File: config.mk
export PLATFORM = sky130hd
export DESIGN_NAME = sha2_compress_core
export DESIGN_NICKNAME = d
export VERILOG_FILES = /design/src/rtl/sha2_compress_core_pkg.sv /design/src/rtl/sha2_compress_core_msg_schedule.sv /design/src/rtl/sha2_compress_core.sv
export SDC_FILE = /design/constraint.sdc
export NUM_CORES = 2
export LEC_CHECK = 0
export CAP_MARGIN = 20
export CORE_ASPECT_RATIO = 0.9
export CORE_MARGIN = 2
export CORE_UTILIZATION = 40
export DETAILED_ROUTE_END_ITERATION = 8
export PLACE_DENSITY = 0.58
export SETUP_SLACK_MARGIN = 0.2
export SYNTH_ARGS = -nofsm -noshare
export SYNTH_HDL_FRONTEND = slang
export SYNTH_HIERARCHICAL = 1
export SYNTH_SLANG_ARGS = --single-unit
File: constraint.sdc
create_clock -name clk -period 8.93 [get_ports clk]
set_input_delay 2.679 -clock clk [delete_from_list [all_inputs] [get_ports clk]]
set_output_delay 2.679 -clock clk [all_outputs]
set_load 0.02 [all_outputs]
File: src/rtl/sha2_compress_core_pkg.sv
// Shared types, constants and round helpers for the SHA-2 compression engine.
package sha2_compress_core_pkg;

   typedef enum logic [1:0] {
      RESET  = 2'd0,
      IDLE   = 2'd1,
      UPDATE = 2'd2,
      DONE   = 2'd3
   } ShaState;

   // Eight 32-bit words; element 0 (a / H0) sits in the most significant bits.
   typedef logic [0:7][31:0] HashState;

   // Sixteen 32-bit message words; element 0 (W0) sits in bits [511:480].
   typedef logic [0:15][31:0] Chunk;

   localparam HashState H0_256 = {
      32'h6a09e667, 32'hbb67ae85, 32'h3c6ef372, 32'ha54ff53a,
      32'h510e527f, 32'h9b05688c, 32'h1f83d9ab, 32'h5be0cd19
   };

   localparam HashState H0_224 = {
      32'hc1059ed8, 32'h367cd507, 32'h3070dd17, 32'hf70e5939,
      32'hffc00b31, 32'h68581511, 32'h64f98fa7, 32'hbefa4fa4
   };

   localparam logic [0:63][31:0] K_TABLE = {
      32'h428a2f98, 32'h71374491, 32'hb5c0fbcf, 32'he9b5dba5,
      32'h3956c25b, 32'h59f111f1, 32'h923f82a4, 32'hab1c5ed5,
      32'hd807aa98, 32'h12835b01, 32'h243185be, 32'h550c7dc3,
      32'h72be5d74, 32'h80deb1fe, 32'h9bdc06a7, 32'hc19bf174,
      32'he49b69c1, 32'hefbe4786, 32'h0fc19dc6, 32'h240ca1cc,
      32'h2de92c6f, 32'h4a7484aa, 32'h5cb0a9dc, 32'h76f988da,
      32'h983e5152, 32'ha831c66d, 32'hb00327c8, 32'hbf597fc7,
      32'hc6e00bf3, 32'hd5a79147, 32'h06ca6351, 32'h14292967,
      32'h27b70a85, 32'h2e1b2138, 32'h4d2c6dfc, 32'h53380d13,
      32'h650a7354, 32'h766a0abb, 32'h81c2c92e, 32'h92722c85,
      32'ha2bfe8a1, 32'ha81a664b, 32'hc24b8b70, 32'hc76c51a3,
      32'hd192e819, 32'hd6990624, 32'hf40e3585, 32'h106aa070,
      32'h19a4c116, 32'h1e376c08, 32'h2748774c, 32'h34b0bcb5,
      32'h391c0cb3, 32'h4ed8aa4a, 32'h5b9cca4f, 32'h682e6ff3,
      32'h748f82ee, 32'h78a5636f, 32'h84c87814, 32'h8cc70208,
      32'h90befffa, 32'ha4506ceb, 32'hbef9a3f7, 32'hc67178f2
   };

   function automatic logic [31:0] rightRotate32(input logic [31:0] x, input int unsigned n);
      return (x >> n) | (x << (32 - n));
   endfunction

   function automatic logic [31:0] sigma0(input logic [31:0] x);
      return rightRotate32(x, 7) ^ rightRotate32(x, 18) ^ (x >> 3);
   endfunction

   function automatic logic [31:0] sigma1(input logic [31:0] x);
      return rightRotate32(x, 17) ^ rightRotate32(x, 19) ^ (x >> 10);
   endfunction

   function automatic logic [31:0] Sigma0(input logic [31:0] x);
      return rightRotate32(x, 2) ^ rightRotate32(x, 13) ^ rightRotate32(x, 22);
   endfunction

   function automatic logic [31:0] Sigma1(input logic [31:0] x);
      return rightRotate32(x, 6) ^ rightRotate32(x, 11) ^ rightRotate32(x, 25);
   endfunction

   function automatic logic [31:0] Ch(input logic [31:0] e, input logic [31:0] f,
                                      input logic [31:0] g);
      return (e & f) ^ (~e & g);
   endfunction

   function automatic logic [31:0] Maj(input logic [31:0] a, input logic [31:0] b,
                                       input logic [31:0] c);
      return (a & b) ^ (a & c) ^ (b & c);
   endfunction

   // One compression round: consumes K[t] and W[t], returns the shifted working vars.
   function automatic HashState sha_round(input HashState v, input logic [31:0] k,
                                          input logic [31:0] w);
      logic [31:0] t1;
      logic [31:0] t2;
      HashState    r;
      t1 = v[7] + Sigma1(v[4]) + Ch(v[4], v[5], v[6]) + k + w;
      t2 = Sigma0(v[0]) + Maj(v[0], v[1], v[2]);
      r[0] = t1 + t2;
      r[1] = v[0];
      r[2] = v[1];
      r[3] = v[2];
      r[4] = v[3] + t1;
      r[5] = v[4];
      r[6] = v[5];
      r[7] = v[6];
      return r;
   endfunction

endpackage

File: src/rtl/sha2_compress_core_msg_schedule.sv
// Message schedule: 16-word sliding window that presents W[t..t+R-1] and
// generates R fresh words every time the core advances by R rounds.
module sha2_msg_schedule
   import sha2_compress_core_pkg::*;
#(
   parameter int ROUNDS_PER_CYCLE = 1
) (
   input  logic                               clk,
   input  logic                               rst_n,
   input  logic                               load,
   input  logic                               advance,
   input  Chunk                               chunk_in,
   output logic [0:ROUNDS_PER_CYCLE-1][31:0]  w_now
);

   localparam int R = ROUNDS_PER_CYCLE;

   Chunk        win_q;
   Chunk        win_d;
   logic [31:0] ext [16+R];

   // Extend the window by R words; later new words may depend on earlier new ones.
   always_comb begin
      for (int i = 0; i < 16; i++) begin
         ext[i] = win_q[i];
      end
      for (int j = 0; j < R; j++) begin
         ext[16+j] = sigma1(ext[14+j]) + ext[9+j] + sigma0(ext[1+j]) + ext[j];
      end
   end

   // Next window: fresh chunk on load, slide by R words on advance, else hold.
   always_comb begin
      win_d = win_q;
      if (load) begin
         win_d = chunk_in;
      end else if (advance) begin
         for (int i = 0; i < 16; i++) begin
            win_d[i] = ext[i+R];
         end
      end
   end

   // The oldest R words of the window are the ones consumed this cycle.
   always_comb begin
      for (int j = 0; j < R; j++) begin
         w_now[j] = win_q[j];
      end
   end

   // Window register with synchronous active-low reset.
   always_ff @(posedge clk) begin
      if (!rst_n) begin
         win_q <= '0;
      end else begin
         win_q <= win_d;
      end
   end

endmodule

File: src/rtl/sha2_compress_core.sv
// SHA-256 / SHA-224 compression engine: accepts pre-padded 512-bit chunks,
// chains hash state across chunks of a message and holds the digest until taken.
module sha2_compress_core
   import sha2_compress_core_pkg::*;
#(
   parameter int ROUNDS_PER_CYCLE = 1,
   parameter bit OUT_REG          = 1'b1
) (
   input  logic         clk,
   input  logic         rst_n,
   input  logic         mode_224,
   input  logic         chunk_valid,
   output logic         chunk_ready,
   input  logic [511:0] chunk_data,
   input  logic         chunk_last,
   output logic         digest_valid,
   input  logic         digest_ready,
   output logic [255:0] digest,
   output logic         busy
);

   localparam int R = ROUNDS_PER_CYCLE;

   if (R != 1 && R != 2 && R != 4 && R != 8) begin : g_bad_rounds
      $error("sha2_compress_core: ROUNDS_PER_CYCLE must be 1, 2, 4 or 8");
   end

   ShaState              state_q, state_d;
   logic [6:0]           cnt_q, cnt_d;
   HashState             work_q, work_d;
   HashState             h_q, h_d;
   logic                 first_q, first_d;
   logic                 last_q, last_d;
   logic                 mode_q, mode_d;
   logic                 oval_q, oval_d;
   logic [255:0]         dout_q, dout_d;

   HashState             round_v;
   logic [0:R-1][31:0]   w_now;
   logic                 sched_load;
   logic                 sched_adv;
   logic                 accept;
   logic                 take;
   logic [255:0]         h_flat;
   logic [255:0]         masked;

   sha2_msg_schedule #(
      .ROUNDS_PER_CYCLE (R)
   ) u_sched (
      .clk      (clk),
      .rst_n    (rst_n),
      .load     (sched_load),
      .advance  (sched_adv),
      .chunk_in (chunk_data),
      .w_now    (w_now)
   );

   assign chunk_ready  = (state_q == IDLE);
   assign busy         = (state_q == UPDATE) || (state_q == DONE);
   assign accept       = chunk_valid && chunk_ready;
   assign digest_valid = OUT_REG ? oval_q : (state_q == DONE);
   assign take         = digest_valid && digest_ready;
   assign h_flat       = h_q;
   assign masked       = mode_q ? {h_flat[255:32], 32'h0} : h_flat;
   assign digest       = OUT_REG ? dout_q : masked;

   // Chain R rounds back to back starting from the current round counter.
   always_comb begin
      round_v = work_q;
      for (int j = 0; j < R; j++) begin
         round_v = sha_round(round_v, K_TABLE[cnt_q[5:0] + 6'(j)], w_now[j]);
      end
   end

   // Next-state and datapath control; cnt_q reaching 64 marks the H update cycle.
   always_comb begin
      state_d    = state_q;
      cnt_d      = cnt_q;
      work_d     = work_q;
      h_d        = h_q;
      first_d    = first_q;
      last_d     = last_q;
      mode_d     = mode_q;
      sched_load = 1'b0;
      sched_adv  = 1'b0;
      case (state_q)
         RESET: begin
            state_d = IDLE;
            first_d = 1'b1;
         end
         IDLE: begin
            if (accept) begin
               sched_load = 1'b1;
               last_d     = chunk_last;
               cnt_d      = '0;
               first_d    = 1'b0;
               state_d    = UPDATE;
               if (first_q) begin
                  work_d = mode_224 ? H0_224 : H0_256;
                  h_d    = mode_224 ? H0_224 : H0_256;
                  mode_d = mode_224;
               end else begin
                  work_d = h_q;
               end
            end
         end
         UPDATE: begin
            if (!cnt_q[6]) begin
               work_d    = round_v;
               cnt_d     = cnt_q + 7'(R);
               sched_adv = 1'b1;
            end else begin
               for (int i = 0; i < 8; i++) begin
                  h_d[i] = h_q[i] + work_q[i];
               end
               state_d = last_q ? DONE : IDLE;
            end
         end
         DONE: begin
            if (take) begin
               state_d = IDLE;
               first_d = 1'b1;
            end
         end
         default: begin
            state_d = RESET;
         end
      endcase
   end

   // Registered output path: valid rises one cycle after DONE is entered.
   always_comb begin
      oval_d = (state_q == DONE) && !take;
      dout_d = masked;
   end

   // State register with synchronous active-low reset clearing everything.
   always_ff @(posedge clk) begin
      if (!rst_n) begin
         state_q <= RESET;
         cnt_q   <= '0;
         work_q  <= '0;
         h_q     <= '0;
         first_q <= 1'b0;
         last_q  <= 1'b0;
         mode_q  <= 1'b0;
         oval_q  <= 1'b0;
         dout_q  <= '0;
      end else begin
         state_q <= state_d;
         cnt_q   <= cnt_d;
         work_q  <= work_d;
         h_q     <= h_d;
         first_q <= first_d;
         last_q  <= last_d;
         mode_q  <= mode_d;
         oval_q  <= oval_d;
         dout_q  <= dout_d;
      end
   end

endmodule

======== Yosys cells after proc, flatten, opt, wreduce, memory -nomap -nowiden ========
Memories as Yosys holds them, arrays and structs flattened.
Cells that the tools add are included.
storage, ports and cells
  register bits after elaboration ......... 1293
  ROM bits ................................ 2048
  input port bits ......................... 518
  logic and storage cells ................. 141
  memories ................................ 1
memories
  name              words  width  read ports  clocked after Yosys merged registers in  write ports  line                      source
  (name not given)  64     32     1           0                                        0            sha2_compress_core.sv:71  round_v = sha_round(round_v, K_TABLE[cnt_q[5:0] + 6'(j)], w_now[j]);
operators by class
  $add $sub $neg .......................... 19
  $lt $le $gt $ge ......................... 1
  equality and inequality tests ........... 7
  multiplexer cells ....................... 26
  bitwise gates (word level) .............. 29
  reductions and logical operators ........ 17
operator list
  kind                                  count
  2-to-1 mux 256 bit                    5
  2-to-1 mux 512 bit                    2
  one-hot mux 256 bit (2 select lines)  2
  adder 32 bit                          18
  XOR 32 bit                            9
  bitwise AND 32 bit                    5
  2-to-1 mux 32 bit                     2
  NOT 32 bit                            1
  OR 10 x 32 -> 32 bit                  1
  OR 13 x 32 -> 32 bit                  1
  OR 14 x 32 -> 32 bit                  1
  OR 15 x 32 -> 32 bit                  1
  OR 19 x 32 -> 32 bit                  1
  OR 21 x 32 -> 32 bit                  1
  OR 25 x 32 -> 32 bit                  1
  OR 26 x 32 -> 32 bit                  1
  OR 30 x 32 -> 32 bit                  1
  OR 7 x 32 -> 32 bit                   1
  XOR 32 x 22 -> 32 bit                 1
  XOR 32 x 29 -> 32 bit                 1
  AND reduction 3 bit                   5
  2-to-1 mux 7 bit                      2
  one-hot mux 7 bit (2 select lines)    1
  2-to-1 mux 2 bit                      4
  19 further kinds                      31

======== Depth between registers and ports, before layout ========
  word-level depth ........................ 10
  gate-level depth with buffers ........... 41
  depth with buffers taken out ............ 39

======== Hierarchy ========
The synthesis kept the hierarchy.
by module, submodules not included
  module              times used  cells each  area each (sq um)  seq. area each (sq um)
  sha2_compress_core  1           6603        52894.5            15635.0
  sha2_msg_schedule   1           2896        28016.9            10249.8

======== Least setup slack after synthesis ========
Ideal clock, no wire load.
  kind .................................... register -> register
  start point ............................. reg cnt_q[0]
  end point ............................... reg work_q (netlist bit round_v[222])
  setup time .............................. 0.065 ns
  data arrival time ....................... 8.373 ns
  required time ........................... 8.865 ns
  slack ................................... 0.492 ns
  stages on the path, launching flop included .. 39
  clock period less this slack ............ 8.438 ns
  cell sequence ........................... dfxtp_1 -> clkbuf_1 -> clkinv_1 -> ha_1 -> clkbuf_1 -> nor2_1 -> o21ai_0 -> nand2_1 -> mux4_2 -> fa_1 -> inv_1 -> fa_1 -> fa_1 -> inv_1 -> ha_1 -> inv_1 -> fa_1 -> nor2b_1 -> [3 not listed] -> o21ai_0 -> nand2b_1 -> xor2_1 -> inv_1 -> fa_1 -> inv_1 -> ha_1 -> a21o_1 -> a221o_1 -> a211oi_1 -> o21bai_1 -> a221oi_2 -> o211ai_1 -> nor4_2 -> nor3_1 -> a2111oi_0 -> a311oi_1 -> nor2_1
on the way
  cells in the longest elaborated chain, start to end .. 9
RTL lines
  what                                                   line                          source
  start: declaration                                     sha2_compress_core.sv:29      logic [6:0] cnt_q, cnt_d;
  start signal: assignment                               sha2_compress_core.sv:151     cnt_q <= cnt_d;
  NOT 6 -> 7 bit (implied by the code)                   sha2_compress_core.sv:71
  memory (64 x 32 bit)                                   -
  2-to-1 mux 32 bit (implied by the code) (2 in series)  sha2_compress_core.sv:71
  adder 32 bit (2 in series)                             sha2_compress_core_pkg.sv:82  t1 = v[7] + Sigma1(v[4]) + Ch(v[4], v[5], v[6]) + k + w;
  adder 32 bit                                           sha2_compress_core_pkg.sv:84  r[0] = t1 + t2;
  2-to-1 mux 256 bit                                     sha2_compress_core.sv:108     if (!cnt_q[6]) begin
  one-hot mux 256 bit (2 select lines)                   sha2_compress_core.sv:86      case (state_q)
  end signal: assignment                                 sha2_compress_core.sv:152     work_q <= work_d;
  end: declaration                                       sha2_compress_core.sv:30      HashState work_q, work_d;
No other way between the ends. The select of a mux whose other input is x is not followed.
A chain may end at the register's enable or synchronous reset.

======== Final worst setup path ========
  start point ............................. reg cnt_q[1]
  end point ............................... reg work_q (netlist bit round_v[220])
Same word-level chain as after synthesis.

==> flow_metrics.env <==
export IMPL_wl_um=384000
export IMPL_wire_per_inst_um=29.6
export IMPL_synth_area_leader_cell="dfxtp_1"
export IMPL_fin_ws_ps=467
export IMPL_syn_num_nets=10600
export IMPL_reg2reg_slack_ps=470
export IMPL_clock_latency_ps=860
export IMPL_die_height_um=431
export IMPL_drv_cap=0
export IMPL_drive_gt1_share_pct=9.11
export IMPL_place_congestion=0.991
export IMPL_netlist_area_leader_share_pct=32.0
export IMPL_powerDensity_nw_per_um2=401
export IMPL_dp_cells=12600
export IMPL_wl_met2_um=168000
export IMPL_crit_slowest_cell="fa_1"
export IMPL_cp_arrival_ps=9190
export IMPL_synth_cell_types=114
export IMPL_max_slew_margin_pct=14.0
export IMPL_cts_root_buf="clkbuf_16"
export IMPL_post_place_ws_ps=-131
export IMPL_port_buffers=776
export IMPL_cp_required_ps=9660
export IMPL_syn_inst=9499
export IMPL_syn_area_um2=80900
export IMPL_path_clk_slew_ps=60
export IMPL_grt_antenna_before_repair=80
export IMPL_synth_warnings=6
export IMPL_finalHoldViolCount=0
export IMPL_grt_max_degree=191
export IMPL_dp_hpwl_um=293000
export IMPL_finalClockSkew_ps=54.2
export IMPL_ios=777
export IMPL_endpoint_kind="flip-flop"
export IMPL_via_per_inst=5.90
export IMPL_postLayoutCellArea_um2=98700
export IMPL_synth_most_common_cell="dfxtp_1"
export IMPL_ys_ff_latch=1293
export IMPL_status="completed"
export IMPL_async_flop_share_pct=0
export IMPL_wl_met3_um=33700
export IMPL_final_antenna_net_count=0
export IMPL_slowest_delay_ps=500
export IMPL_die_w_um=478
export IMPL_grt_pass1_vias=71700
export IMPL_synth_enable_flop_cells=0
export IMPL_cts_hold_buf=0
export IMPL_min_period_ps=8460
export IMPL_synth_ff_type="dfxtp_1"
export IMPL_hold_class="reg2reg"
export IMPL_drt_iter0_markers=8720
export IMPL_syn_to_final_growth_pct=22.0
export IMPL_rsz0062_at_grt="false"
export IMPL_grt_use_total_pct=35.7
export IMPL_die_area_um2=206000
export IMPL_drc=0
export IMPL_htree_levels=4
export IMPL_final_nets=11200
export IMPL_fin_crit_sh_pct=94.8
export IMPL_peakVddDrop_mv=0.569
export IMPL_grt_overflow=0
export IMPL_ctsLongestPathBuffers=3
export IMPL_ys_top_cells_by_count="1293 x dfxtp_1, 999 x nand2_1, 843 x a21oi_1, 648 x clkbuf_1, 537 x nor2_1"
export IMPL_worstPathMaxFanout=5
export IMPL_leakagePower_uw=0.0452
export IMPL_postLayoutCoreUtil_pct=49.2
export IMPL_via_count=76400
export IMPL_synth_area_leaders="dfxtp_1 32%, mux2i_1 6.3%, ha_1 6.1%"
export IMPL_core_area_um2=201000
export IMPL_setup_violations=0
export IMPL_cpMostUsedCell="buf_4"
export IMPL_cts_tree="yes"
export IMPL_cts_num_sinks=1293
export IMPL_clock_fmax_mhz=118
export IMPL_instances_no_fill=13000
export IMPL_crit_type="reg2reg"
export IMPL_worst_pin_slew_ps=1290
export IMPL_first_pass_iters=8
export IMPL_numCtsBuffers=147
export IMPL_placed_area_um2=92700
export IMPL_path_buf_inv=10
export IMPL_wl_met1_um=161000
export IMPL_crit_family="adder cells"
export IMPL_start_kind="flip-flop"
export IMPL_avgSynthCellArea_um2=8.52
export IMPL_final_max_slew_violation_count=0
export IMPL_yosysSeqAreaShare_pct=32.0
export IMPL_grt_first_pass_wirelength_um=534000
export IMPL_highest_layer="met5"
export IMPL_rows=156
export IMPL_start_util_pct=40.3
[cells by family after synthesis]
family          Yosys count  synth area share [%]
compound gates         2877                  24.8
xor+xnor                551                  5.96
fa+ha+maj               591                  10.9
buf+inv                1221                  5.84
flops                  1293                  32.0
mux                     528                  6.67
simple gates           2438                  13.8
[cell usage in the layout (no fill, tap or decap), types with 191 or more instances in the layout]
cell type	synthesis	routed
o21ai_0	425	404
o211a_1	491	491
nand2_1	999	993
xnor2_1	353	353
dfxtp_1	1293	1286
clkdlybuf4s50_1	0	775
nor2_1	537	516
o211ai_1	211	211
inv_1	450	440
xor2_1	198	193
ha_1	393	375
and2_1	257	253
mux2i_1	509	509
fa_1	195	191
buf_4	32	403
a21oi_1	843	832
[routing by layer]
metal  GRT usage, %  up-vias
met5              0        -
met1           47.1    37300
met4           16.9       62
met3           8.76      745
li1               -    34800
met2           54.6     3464
[sequential cells by signal (all words and copies together) (netlist names)]
register	cells
work_q	64
last_q	1
h_flat	256
u_sched/w_now	32
state_q	2
first_q	1
round_v	192
digest_valid	1
cnt_q	7
digest	256
mode_q	1
u_sched/ext	480
[worst register-to-register path: cells and delay by family, from the launching register on]
family | cells | cell delay, ps
AO/OA/AOI/OAI | 9 | 2490
XOR/XNOR | 2 | 400
adder cells (fa/ha/maj) | 7 | 2800
buffers and inverters | 10 | 1350
flip-flops | 1 | 340
AND/OR/NAND/NOR | 7 | 980
[cell type report]
| cell class | count | area, um2 |
|---|---|---|
| Sequential cell | 1293 | 25900 |
| Fill cell | 19200 | 102000 |
| Antenna cell | 42 | 105 |
| Multi-Input combinational cell | 6985 | 51000 |
| Tap cell | 2686 | 3360 |
| Clock inverter | 65 | 900 |
| Timing Repair Buffer | 1224 | 11600 |
| Clock buffer | 203 | 4170 |
| Inverter | 458 | 1740 |
[final timing paths]
check                                        startpoint                        end  depth (start not counted)
worst min register to register  work_q[17]$_SDFFE_PN0P_    work_q[17]$_SDFFE_PN0P_                          2
worst max-delay path              cnt_q[1]$_SDFFE_PN0P_  round_v[220]$_SDFFE_PN0P_                         35
worst max register to register    cnt_q[1]$_SDFFE_PN0P_  round_v[220]$_SDFFE_PN0P_                         35
worst min-delay path            work_q[17]$_SDFFE_PN0P_    work_q[17]$_SDFFE_PN0P_                          2
[repair_timing]
action | CTS | global route
pin swaps | 12 | 63
setup buffers | 3 | 18
endpoints found under the hold margin | 0 | 0
setup endpoints to repair | 8 | 17
gates cloned | 0 | 2
gates resized for setup | 31 | 135
[metrics by stage]
stage | total power (uW) | setup TNS, ps | hold slack [ps]
after floorplan | 21400 | 0 | 444
after global placement | 31700 | -282 | 466
after detailed placement | 31700 | -302 | 475
after CTS | 38500 | 0 | 484
after global routing | 41900 | 0 | 506
final | 39600 | 0 | 480
[power by group]
part,internal (uW),switching [uW],leakage (uW),total [uW]
Sequential,6630,1460,0.0106,8100
Clock,3640,2780,0.00245,6420
Combinational,10600,14500,0.0321,25100
Note: power is estimated with default switching activity, not from simulation.
